## config.mk

```make
export PLATFORM = sky130hd
export DESIGN_NAME = menu_cursor_ctrl_flat
export DESIGN_NICKNAME = d
export VERILOG_FILES = /design/src/rtl/menu_cursor_ctrl_if.sv /design/src/rtl/menu_cursor_ctrl.sv /design/src/flat_wrapper.sv
export SDC_FILE = /design/constraint.sdc
export NUM_CORES = 1
export LEC_CHECK = 0
export BUFFER_PORTS_ARGS = -buffer_cell sky130_fd_sc_hd__clkbuf_2
export CAP_MARGIN = 20
export CELL_PAD_IN_SITES_DETAIL_PLACEMENT = 1
export CELL_PAD_IN_SITES_GLOBAL_PLACEMENT = 1
export CORE_MARGIN = 2
export CORE_UTILIZATION = 45
export CTS_BUF_LIST = sky130_fd_sc_hd__clkbuf_8
export CTS_CLUSTER_DIAMETER = 150
export CTS_CLUSTER_SIZE = 14
export DETAILED_ROUTE_END_ITERATION = 8
export PLACE_DENSITY_LB_ADDON = 0.12
export REMOVE_ABC_BUFFERS = 1
export SLEW_MARGIN = 20
export SYNTH_ARGS = -nofsm -noshare
export SYNTH_HDL_FRONTEND = slang
export SYNTH_SLANG_ARGS = --single-unit
```

## constraint.sdc

```tcl
create_clock -name clk -period 7.6 [get_ports clk]
set_clock_uncertainty 0.05 [all_clocks]
set_input_delay 1.14 -clock clk [delete_from_list [all_inputs] [get_ports clk]]
set_output_delay 1.14 -clock clk [all_outputs]
set_load 0.05 [all_outputs]
```

## src/rtl/menu_cursor_ctrl_if.sv

```systemverilog
// Menu cursor controller bus: button/frame inputs and cursor/cart outputs.
//   master : the button/video front end (drives buttons, reads pointers and cart)
//   slave  : menu_cursor_ctrl
interface menu_cursor_ctrl_if;
  logic        frame_start;
  logic        btn_up;
  logic        btn_down;
  logic        btn_left;
  logic        btn_right;
  logic        btn_sel;
  logic        btn_back;
  logic [11:0] possibleItems;
  logic [3:0]  SW1pointer;
  logic [3:0]  SW2pointer;
  logic        list_mode;
  logic [2:0]  cart_count;
  logic [23:0] cart_items;
  logic        cart_full;
  logic        evt_reject;

  modport master (
    output frame_start, btn_up, btn_down, btn_left, btn_right, btn_sel, btn_back,
           possibleItems,
    input  SW1pointer, SW2pointer, list_mode, cart_count, cart_items, cart_full,
           evt_reject
  );

  modport slave (
    input  frame_start, btn_up, btn_down, btn_left, btn_right, btn_sel, btn_back,
           possibleItems,
    output SW1pointer, SW2pointer, list_mode, cart_count, cart_items, cart_full,
           evt_reject
  );
endinterface

```

## src/rtl/menu_cursor_ctrl.sv

```systemverilog
// Cursor and selection controller for the VGA item menu.
// Turns button presses into a 3x4 grid cursor and a 6-slot list cursor, keeps
// a 6-entry cart of item codes, and latches the displayed pointers at frame start.
// Ports:
//   clk   : pixel clock
//   rst_n : synchronous active-low reset
//   bus   : menu_cursor_ctrl_if.slave (buttons, frame_start, possibleItems in;
//           SW1pointer, SW2pointer, list_mode, cart_*, evt_reject out)
//
// state | meaning
// GRID  | cursor moves over the 12-item grid; sel adds cur1 to the cart
// LIST  | cursor moves over cart entries; sel removes the entry under cur2
module menu_cursor_ctrl #(
  parameter int REPEAT_DELAY = 12500000,
  parameter int REPEAT_RATE  = 2500000,
  parameter int CNT_W        = 24
) (
  input  logic                clk,
  input  logic                rst_n,
  menu_cursor_ctrl_if.slave   bus
);

  typedef enum logic {GRID = 1'b0, LIST = 1'b1} state_t;

  localparam logic [2:0] A_UP    = 3'd0;
  localparam logic [2:0] A_DOWN  = 3'd1;
  localparam logic [2:0] A_LEFT  = 3'd2;
  localparam logic [2:0] A_RIGHT = 3'd3;
  localparam logic [2:0] A_SEL   = 3'd4;
  localparam logic [2:0] A_BACK  = 3'd5;

  state_t           state_q, state_d;
  logic [3:0]       cur1_q, cur1_d, cur2_q, cur2_d;
  logic [23:0]      cart_q, cart_d;
  logic [2:0]       count_q, count_d;
  logic             reject_q, reject_d;
  logic [5:0]       btn_prev_q;
  logic             rep_on_q, rep_on_d;
  logic [1:0]       rep_dir_q, rep_dir_d;
  logic [CNT_W-1:0] rep_cnt_q, rep_cnt_d;
  logic [3:0]       sw1_q, sw2_q;
  logic             mode_q;

  logic [5:0]       btn, rise;
  logic [3:0]       dir_btn;
  logic             act_vld;
  logic [2:0]       act;
  logic [3:0]       col, last;
  logic [2:0]       new_cnt;
  logic [15:0]      possible;
  logic [27:0]      cart_ext;

  always_comb begin
    btn      = {bus.btn_back, bus.btn_sel, bus.btn_right, bus.btn_left,
                bus.btn_down, bus.btn_up};
    rise     = btn & ~btn_prev_q;
    dir_btn  = btn[3:0];
    possible = {4'd0, bus.possibleItems};
    cart_ext = {4'd0, cart_q};
    col      = cur1_q % 4'd3;
    last     = {1'b0, count_q} - 4'd1;
    new_cnt  = count_q - 3'd1;

    // lowest index wins, giving up > down > left > right > sel > back
    act_vld = 1'b0;
    act     = A_UP;
    for (int i = 5; i >= 0; i--) begin
      if (rise[i]) begin
        act_vld = 1'b1;
        act     = 3'(i);
      end
    end

    rep_on_d  = rep_on_q;
    rep_dir_d = rep_dir_q;
    rep_cnt_d = rep_cnt_q;
    if (act_vld) begin
      if (act <= A_RIGHT) begin
        rep_on_d  = 1'b1;
        rep_dir_d = act[1:0];
        rep_cnt_d = CNT_W'(1);
      end else begin
        rep_on_d  = 1'b0;
        rep_cnt_d = '0;
      end
    end else if (rep_on_q && dir_btn[rep_dir_q]) begin
      if (rep_cnt_q == CNT_W'(REPEAT_DELAY)) begin
        act_vld   = 1'b1;
        act       = {1'b0, rep_dir_q};
        // reload so the next compare against REPEAT_DELAY lands REPEAT_RATE later
        rep_cnt_d = CNT_W'(REPEAT_DELAY - REPEAT_RATE + 1);
      end else begin
        rep_cnt_d = rep_cnt_q + CNT_W'(1);
      end
    end else begin
      rep_on_d  = 1'b0;
      rep_cnt_d = '0;
    end

    state_d  = state_q;
    cur1_d   = cur1_q;
    cur2_d   = cur2_q;
    cart_d   = cart_q;
    count_d  = count_q;
    reject_d = 1'b0;

    if (act_vld) begin
      case (state_q)
        GRID: begin
          case (act)
            A_UP:    cur1_d = (cur1_q < 4'd3) ? cur1_q + 4'd9 : cur1_q - 4'd3;
            A_DOWN:  cur1_d = (cur1_q > 4'd8) ? cur1_q - 4'd9 : cur1_q + 4'd3;
            A_LEFT:  cur1_d = (col == 4'd0) ? cur1_q + 4'd2 : cur1_q - 4'd1;
            A_RIGHT: cur1_d = (col == 4'd2) ? cur1_q - 4'd2 : cur1_q + 4'd1;
            A_SEL: begin
              if (possible[cur1_q] && count_q < 3'd6) begin
                cart_d[{count_q, 2'b00} +: 4] = cur1_q;
                count_d = count_q + 3'd1;
              end else begin
                reject_d = 1'b1;
              end
            end
            A_BACK: begin
              if (count_q != 3'd0) begin
                state_d = LIST;
                cur2_d  = 4'd0;
              end else begin
                reject_d = 1'b1;
              end
            end
            default: ;
          endcase
        end
        LIST: begin
          case (act)
            A_UP:   cur2_d = (cur2_q == 4'd0) ? last : cur2_q - 4'd1;
            A_DOWN: cur2_d = (cur2_q == last) ? 4'd0 : cur2_q + 4'd1;
            A_SEL: begin
              for (int k = 0; k < 6; k++) begin
                if (4'(k) >= cur2_q) cart_d[4*k +: 4] = cart_ext[4*k+4 +: 4];
              end
              count_d = new_cnt;
              if (new_cnt == 3'd0) begin
                state_d = GRID;
                cur2_d  = 4'd0;
              end else if (cur2_q == {1'b0, new_cnt}) begin
                cur2_d = {1'b0, new_cnt} - 4'd1;
              end
            end
            A_BACK: state_d = GRID;
            default: ;
          endcase
        end
        default: state_d = GRID;
      endcase
    end
  end

  always_ff @(posedge clk) begin
    if (!rst_n) begin
      state_q    <= GRID;
      cur1_q     <= 4'd0;
      cur2_q     <= 4'd0;
      cart_q     <= 24'd0;
      count_q    <= 3'd0;
      reject_q   <= 1'b0;
      btn_prev_q <= 6'h3F;
      rep_on_q   <= 1'b0;
      rep_dir_q  <= 2'd0;
      rep_cnt_q  <= '0;
      sw1_q      <= 4'd0;
      sw2_q      <= 4'd0;
      mode_q     <= 1'b0;
    end else begin
      state_q    <= state_d;
      cur1_q     <= cur1_d;
      cur2_q     <= cur2_d;
      cart_q     <= cart_d;
      count_q    <= count_d;
      reject_q   <= reject_d;
      btn_prev_q <= btn;
      rep_on_q   <= rep_on_d;
      rep_dir_q  <= rep_dir_d;
      rep_cnt_q  <= rep_cnt_d;
      // current register values are the pre-action ones, so a same-cycle action is not shown
      if (bus.frame_start) begin
        sw1_q  <= cur1_q;
        sw2_q  <= cur2_q;
        mode_q <= (state_q == LIST);
      end
    end
  end

  assign bus.SW1pointer = sw1_q;
  assign bus.SW2pointer = sw2_q;
  assign bus.list_mode  = mode_q;
  assign bus.cart_count = count_q;
  assign bus.cart_items = cart_q;
  assign bus.cart_full  = (count_q == 3'd6);
  assign bus.evt_reject = reject_q;

endmodule

```

## src/flat_wrapper.sv

```systemverilog
// flat-port wrapper written by rule: the top's interface ports become plain ports
module menu_cursor_ctrl_flat 
#(
  parameter int REPEAT_DELAY = 12500000,
  parameter int REPEAT_RATE  = 2500000,
  parameter int CNT_W        = 24
)
  (clk, rst_n, bus_frame_start, bus_btn_up, bus_btn_down, bus_btn_left, bus_btn_right, bus_btn_sel, bus_btn_back, bus_possibleItems, bus_SW1pointer, bus_SW2pointer, bus_list_mode, bus_cart_count, bus_cart_items, bus_cart_full, bus_evt_reject);
  menu_cursor_ctrl_if bus_i ();
  input  logic clk;
  input  logic rst_n;
  input wire logic [$bits(bus_i.frame_start)-1:0] bus_frame_start;
  input wire logic [$bits(bus_i.btn_up)-1:0] bus_btn_up;
  input wire logic [$bits(bus_i.btn_down)-1:0] bus_btn_down;
  input wire logic [$bits(bus_i.btn_left)-1:0] bus_btn_left;
  input wire logic [$bits(bus_i.btn_right)-1:0] bus_btn_right;
  input wire logic [$bits(bus_i.btn_sel)-1:0] bus_btn_sel;
  input wire logic [$bits(bus_i.btn_back)-1:0] bus_btn_back;
  input wire logic [$bits(bus_i.possibleItems)-1:0] bus_possibleItems;
  output wire logic [$bits(bus_i.SW1pointer)-1:0] bus_SW1pointer;
  output wire logic [$bits(bus_i.SW2pointer)-1:0] bus_SW2pointer;
  output wire logic [$bits(bus_i.list_mode)-1:0] bus_list_mode;
  output wire logic [$bits(bus_i.cart_count)-1:0] bus_cart_count;
  output wire logic [$bits(bus_i.cart_items)-1:0] bus_cart_items;
  output wire logic [$bits(bus_i.cart_full)-1:0] bus_cart_full;
  output wire logic [$bits(bus_i.evt_reject)-1:0] bus_evt_reject;
  assign bus_i.frame_start = bus_frame_start;
  assign bus_i.btn_up = bus_btn_up;
  assign bus_i.btn_down = bus_btn_down;
  assign bus_i.btn_left = bus_btn_left;
  assign bus_i.btn_right = bus_btn_right;
  assign bus_i.btn_sel = bus_btn_sel;
  assign bus_i.btn_back = bus_btn_back;
  assign bus_i.possibleItems = bus_possibleItems;
  assign bus_SW1pointer = bus_i.SW1pointer;
  assign bus_SW2pointer = bus_i.SW2pointer;
  assign bus_list_mode = bus_i.list_mode;
  assign bus_cart_count = bus_i.cart_count;
  assign bus_cart_items = bus_i.cart_items;
  assign bus_cart_full = bus_i.cart_full;
  assign bus_evt_reject = bus_i.evt_reject;
  menu_cursor_ctrl #(.REPEAT_DELAY(REPEAT_DELAY), .REPEAT_RATE(REPEAT_RATE), .CNT_W(CNT_W)) u_core (.clk(clk), .rst_n(rst_n), .bus(bus_i));
endmodule
```

==> key figures <==
Timing
  • Fin. max-slew vios: 0
  • # setup viols final: 0
  • Worst hold slack: between 0.4 and 0.5 ns
  • Post-Route Setup TNS: 0 ns
  • Worst slew pin tran: 0.972 ns
  • Tcrit/Tclk final: approximately 54%
  • RSZ-0062 raised after global routing: false
  • Tmin final: between 4 and 5 ns
  • Worst relative slew slack: 34.7%
  • Final hold violations: 0
  • F_max: between 200 and 250 MHz

Global route
  • GRT overflow: 0
  • Pin count of the biggest net entering global routing: 47
  • Global-route wire length before repair: 21800 µm
  • Total Routing Usage GR: between 20% and 30%
  • Vias in the first global route: ~4.3k
  • Number of antenna violations at the first check in global routing: 0

Synthesis
  • Synth area leaders: dfxtp_1 (33%), ha_1 (6.6%), nor2_1 (6.5%)
  • Synth Flop Type: dfxtp_1
  • Post-synthesis sequential area ratio: 33.2%
  • Synth warnings: 0
  • Synthesized area per cell: 8.12 µm²
  • Yosys reg bits: a little under 80
  • Mapped Area: approximately 0.0048 mm²
  • Synth unique cells: about 70
  • Share of the synthesized area in the top cell type: between 30% and 40%
  • Post-synthesis cell count: 587
  • EDFF count, synth: 0
  • Synth async-reset ratio: 0%
  • Largest area contributor in the netlist: dfxtp_1

Layout
  • Commonest cells after routing, fill and taps aside: nor2_1 (82), dfxtp_1 (79), clkbuf_2 (58)
  • Commonest non-fill, non-tap cell in the layout: nor2_1
  • Register Area: 0.00158 mm²
  • Multi-input logic area: between 0.002 and 0.003 mm²
  • Final antenna diode count: 0
  • Fillers: between 1k and 1.5k
  • Final core utilization: roughly half
  • Syn-to-layout area delta: 11.7%
  • Fin nets: slightly below 700
  • Layout cell share with drive strength beyond 1: roughly 15%
  • Post-route cell area: between 0.005 and 0.006 mm²
  • Post-Layout Cell Count: approximately 770

Placement
  • Post-DP HPWL: slightly below 10000 µm
  • GPL Wtd Cong: roughly 0.88
  • I/O Buffers: 58
  • Dpl cells: between 700 and 800
  • Placed Area: between 0.005 and 0.006 mm²

Detailed routing
  • Met3 WL: around 440 µm
  • TritonRoute pass-1 iters: 4
  • Routed vias/inst: 5.72
  • Vias: roughly 4.4k
  • Uppermost routed layer: met4
  • Initial DRC count: between 150 and 200
  • Post-Route WL: between 10000 and 15000 µm
  • Drt wl/cell: 17.2 µm
  • Detail Route met2 WL: around 6300 µm
  • Number of remaining DRC errors: 0
  • Metal-1 WL: approximately 6400 µm
  • Antenna-violating nets left: 0

Clock tree
  • CTS tree: yes
  • CTS Hold Bufs: 0
  • CTS buffer count: 9
  • Worst skew pair latency: approximately 0.35 ns
  • CTS H-tree depth: 3
  • Number of setup buffers added after CTS: 0
  • Root buf cell: clkbuf_8
  • Clock Sinks: between 70 and 80
  • Post-CTS Resized: 0
  • Clock slew at reported path FFs: roughly 0.080 ns
  • Clock Tree Buf Depth: 2

Floorplan
  • Die Area: about 0.011 mm²
  • Initial Utilization: a little under half
  • Row cnt: 37
  • Num ports: a little under 60
  • Die height: roughly 110 µm
  • Die width: approximately 110 µm
  • Core area: between 0.01 and 0.015 mm²

Power and ir drop
  • Sequential power share: 42.2%
  • Static leakage: between 0.0015 and 0.002 µW
  • Switching Power: around 360 µW
  • Clock group share of total power: 31.3%
  • Comb power frac: approximately a quarter
  • Int Pwr: slightly above 700 µW
  • PD cells: between 200 and 250 mW/mm²
  • Highest ir drop seen on vdd: roughly 0.00011 V
  • Switching Share: between 30% and 40%

Worst setup path
  • Crit end category: flip-flop
  • WP data required: roughly 7.8 ns
  • Critical path arrival: about 4.3 ns
  • Reg2reg path depth: 13
  • Worst setup path class: reg2reg
  • Reg-to-Reg Start: u_core.cur1_q[1]
  • Crit Path Max Fanout: 15
  • Worst setup startpoint: u_core.cur1_q[1]
  • CP startpoint kind: flip-flop

Min path
  • Hold/Removal Path Class: reg2reg
  • HP Start: u_core.bus.cart_items[12]
  • Worst hold stages: 2

Flow run
  • Max capacitance violation total: 0

Status
  • Status: completed
==> layer usage <==
layer / GRT usage, % / vias up
met5: 0 / -
met4: 5.01 / 0
met3: 3.47 / 6
met2: 39.4 / 69
met1: 32.9 / 2171
li1: - / 2147
==> stage by stage <==
stage               setup slack [ns]  power [µW]
floorplan                       4.22         671
global placement                3.76         739
detailed placement              3.54         753
CTS                             3.51        1090
global route                    3.23        1150
finish                          3.48        1080
==> final cells by class <==
type	instances	share of cell area [%]
sequential	79	29.7
timing repair buffer	60	5.73
inverter	24	1.69
clock buffer	13	3.36
tap	136	3.20
multi-input combinational	454	55.6
clock inverter	2	0.705
==> flip-flops by register name, indices dropped and copies added (netlist names) <==
register	cells
u_core.state_q	1
u_core.bus.cart_items	24
u_core.rep_on_q	1
u_core.bus.SW1pointer	4
u_core.cur2_q	4
u_core.bus.list_mode	1
u_core.rep_cnt_q	24
u_core.bus.SW2pointer	4
u_core.rep_dir_q	2
u_core.bus.cart_count	3
u_core.bus.evt_reject	1
u_core.cur1_q	4
u_core.btn_prev_q	6
==> critical path: stages (launching register included) <==
cell	delay, ns
dfxtp_1	0.67
inv_1	0.27
ha_1	0.26
o21ai_0	0.20
nand2_1	0.09
ha_1	0.30
nor2b_1	0.18
a221oi_4	0.34
ha_1	0.26
a41oi_1	0.14
o21ai_0	0.50
mux2i_1	0.19
a32o_1	0.23
a311o_1	0.34
==> kinds of logic (layout without fill, tap and decap cells) <==
group / after synthesis / in the layout / share of synthesized area [%]
and+or+nand+nor: 245 / 245 / 25.4
adders and majority gates: 25 / 25 / 6.57
xor gates and xnor gates: 32 / 32 / 5.88
AOI/OAI and AO/OA: 134 / 134 / 19.4
buffers and inverters: 54 / 99 / 4.67
DFF: 79 / 79 / 33.2
muxes: 18 / 18 / 4.86
==> power by group through the flow <==
stage / Clock [µW] / Sequential, µW / Combinational [µW]
5_1_grt: 366 / 461 / 319
2_1_floorplan: 0 / 475 / 196
6_report: 339 / 457 / 287
3_3_place_gp: 0 / 466 / 273
4_1_cts: 349 / 457 / 288
3_5_place_dp: 0 / 467 / 286
==> worst paths after layout <==
check / to / slack [ns]
setup / recovery: u_core.cur1_q[3] / 3.48
hold / removal: u_core.bus.cart_items[12] / 0.43
setup reg to reg: u_core.cur1_q[3] / 3.48
hold reg to reg: u_core.bus.cart_items[12] / 0.43
==> synth_stat cells (3+ instances only) <==
library cell  instances
dfxtp_1              79
a211oi_1             17
o21a_1                3
nand4_1              10
or3_1                 3
mux2i_1              13
xnor2_1              15
or2_2                 3
o22ai_1               8
nor2_1               82
a221oi_1              3
nor3_1               16
nor3b_1               3
and2_1                7
a22oi_1               6
clkbuf_1             22
inv_1                24
a311oi_1              3
o21ai_0              19
mux4_2                4
ha_1                 25
a21oi_1              36
nor2b_1              11
and3_1                6
nand3_1              22
nand2b_1             18
a31oi_1               8
xor2_1               17
buf_2                 4
nand2_1              50
Power figures use the tool's default switching activity.
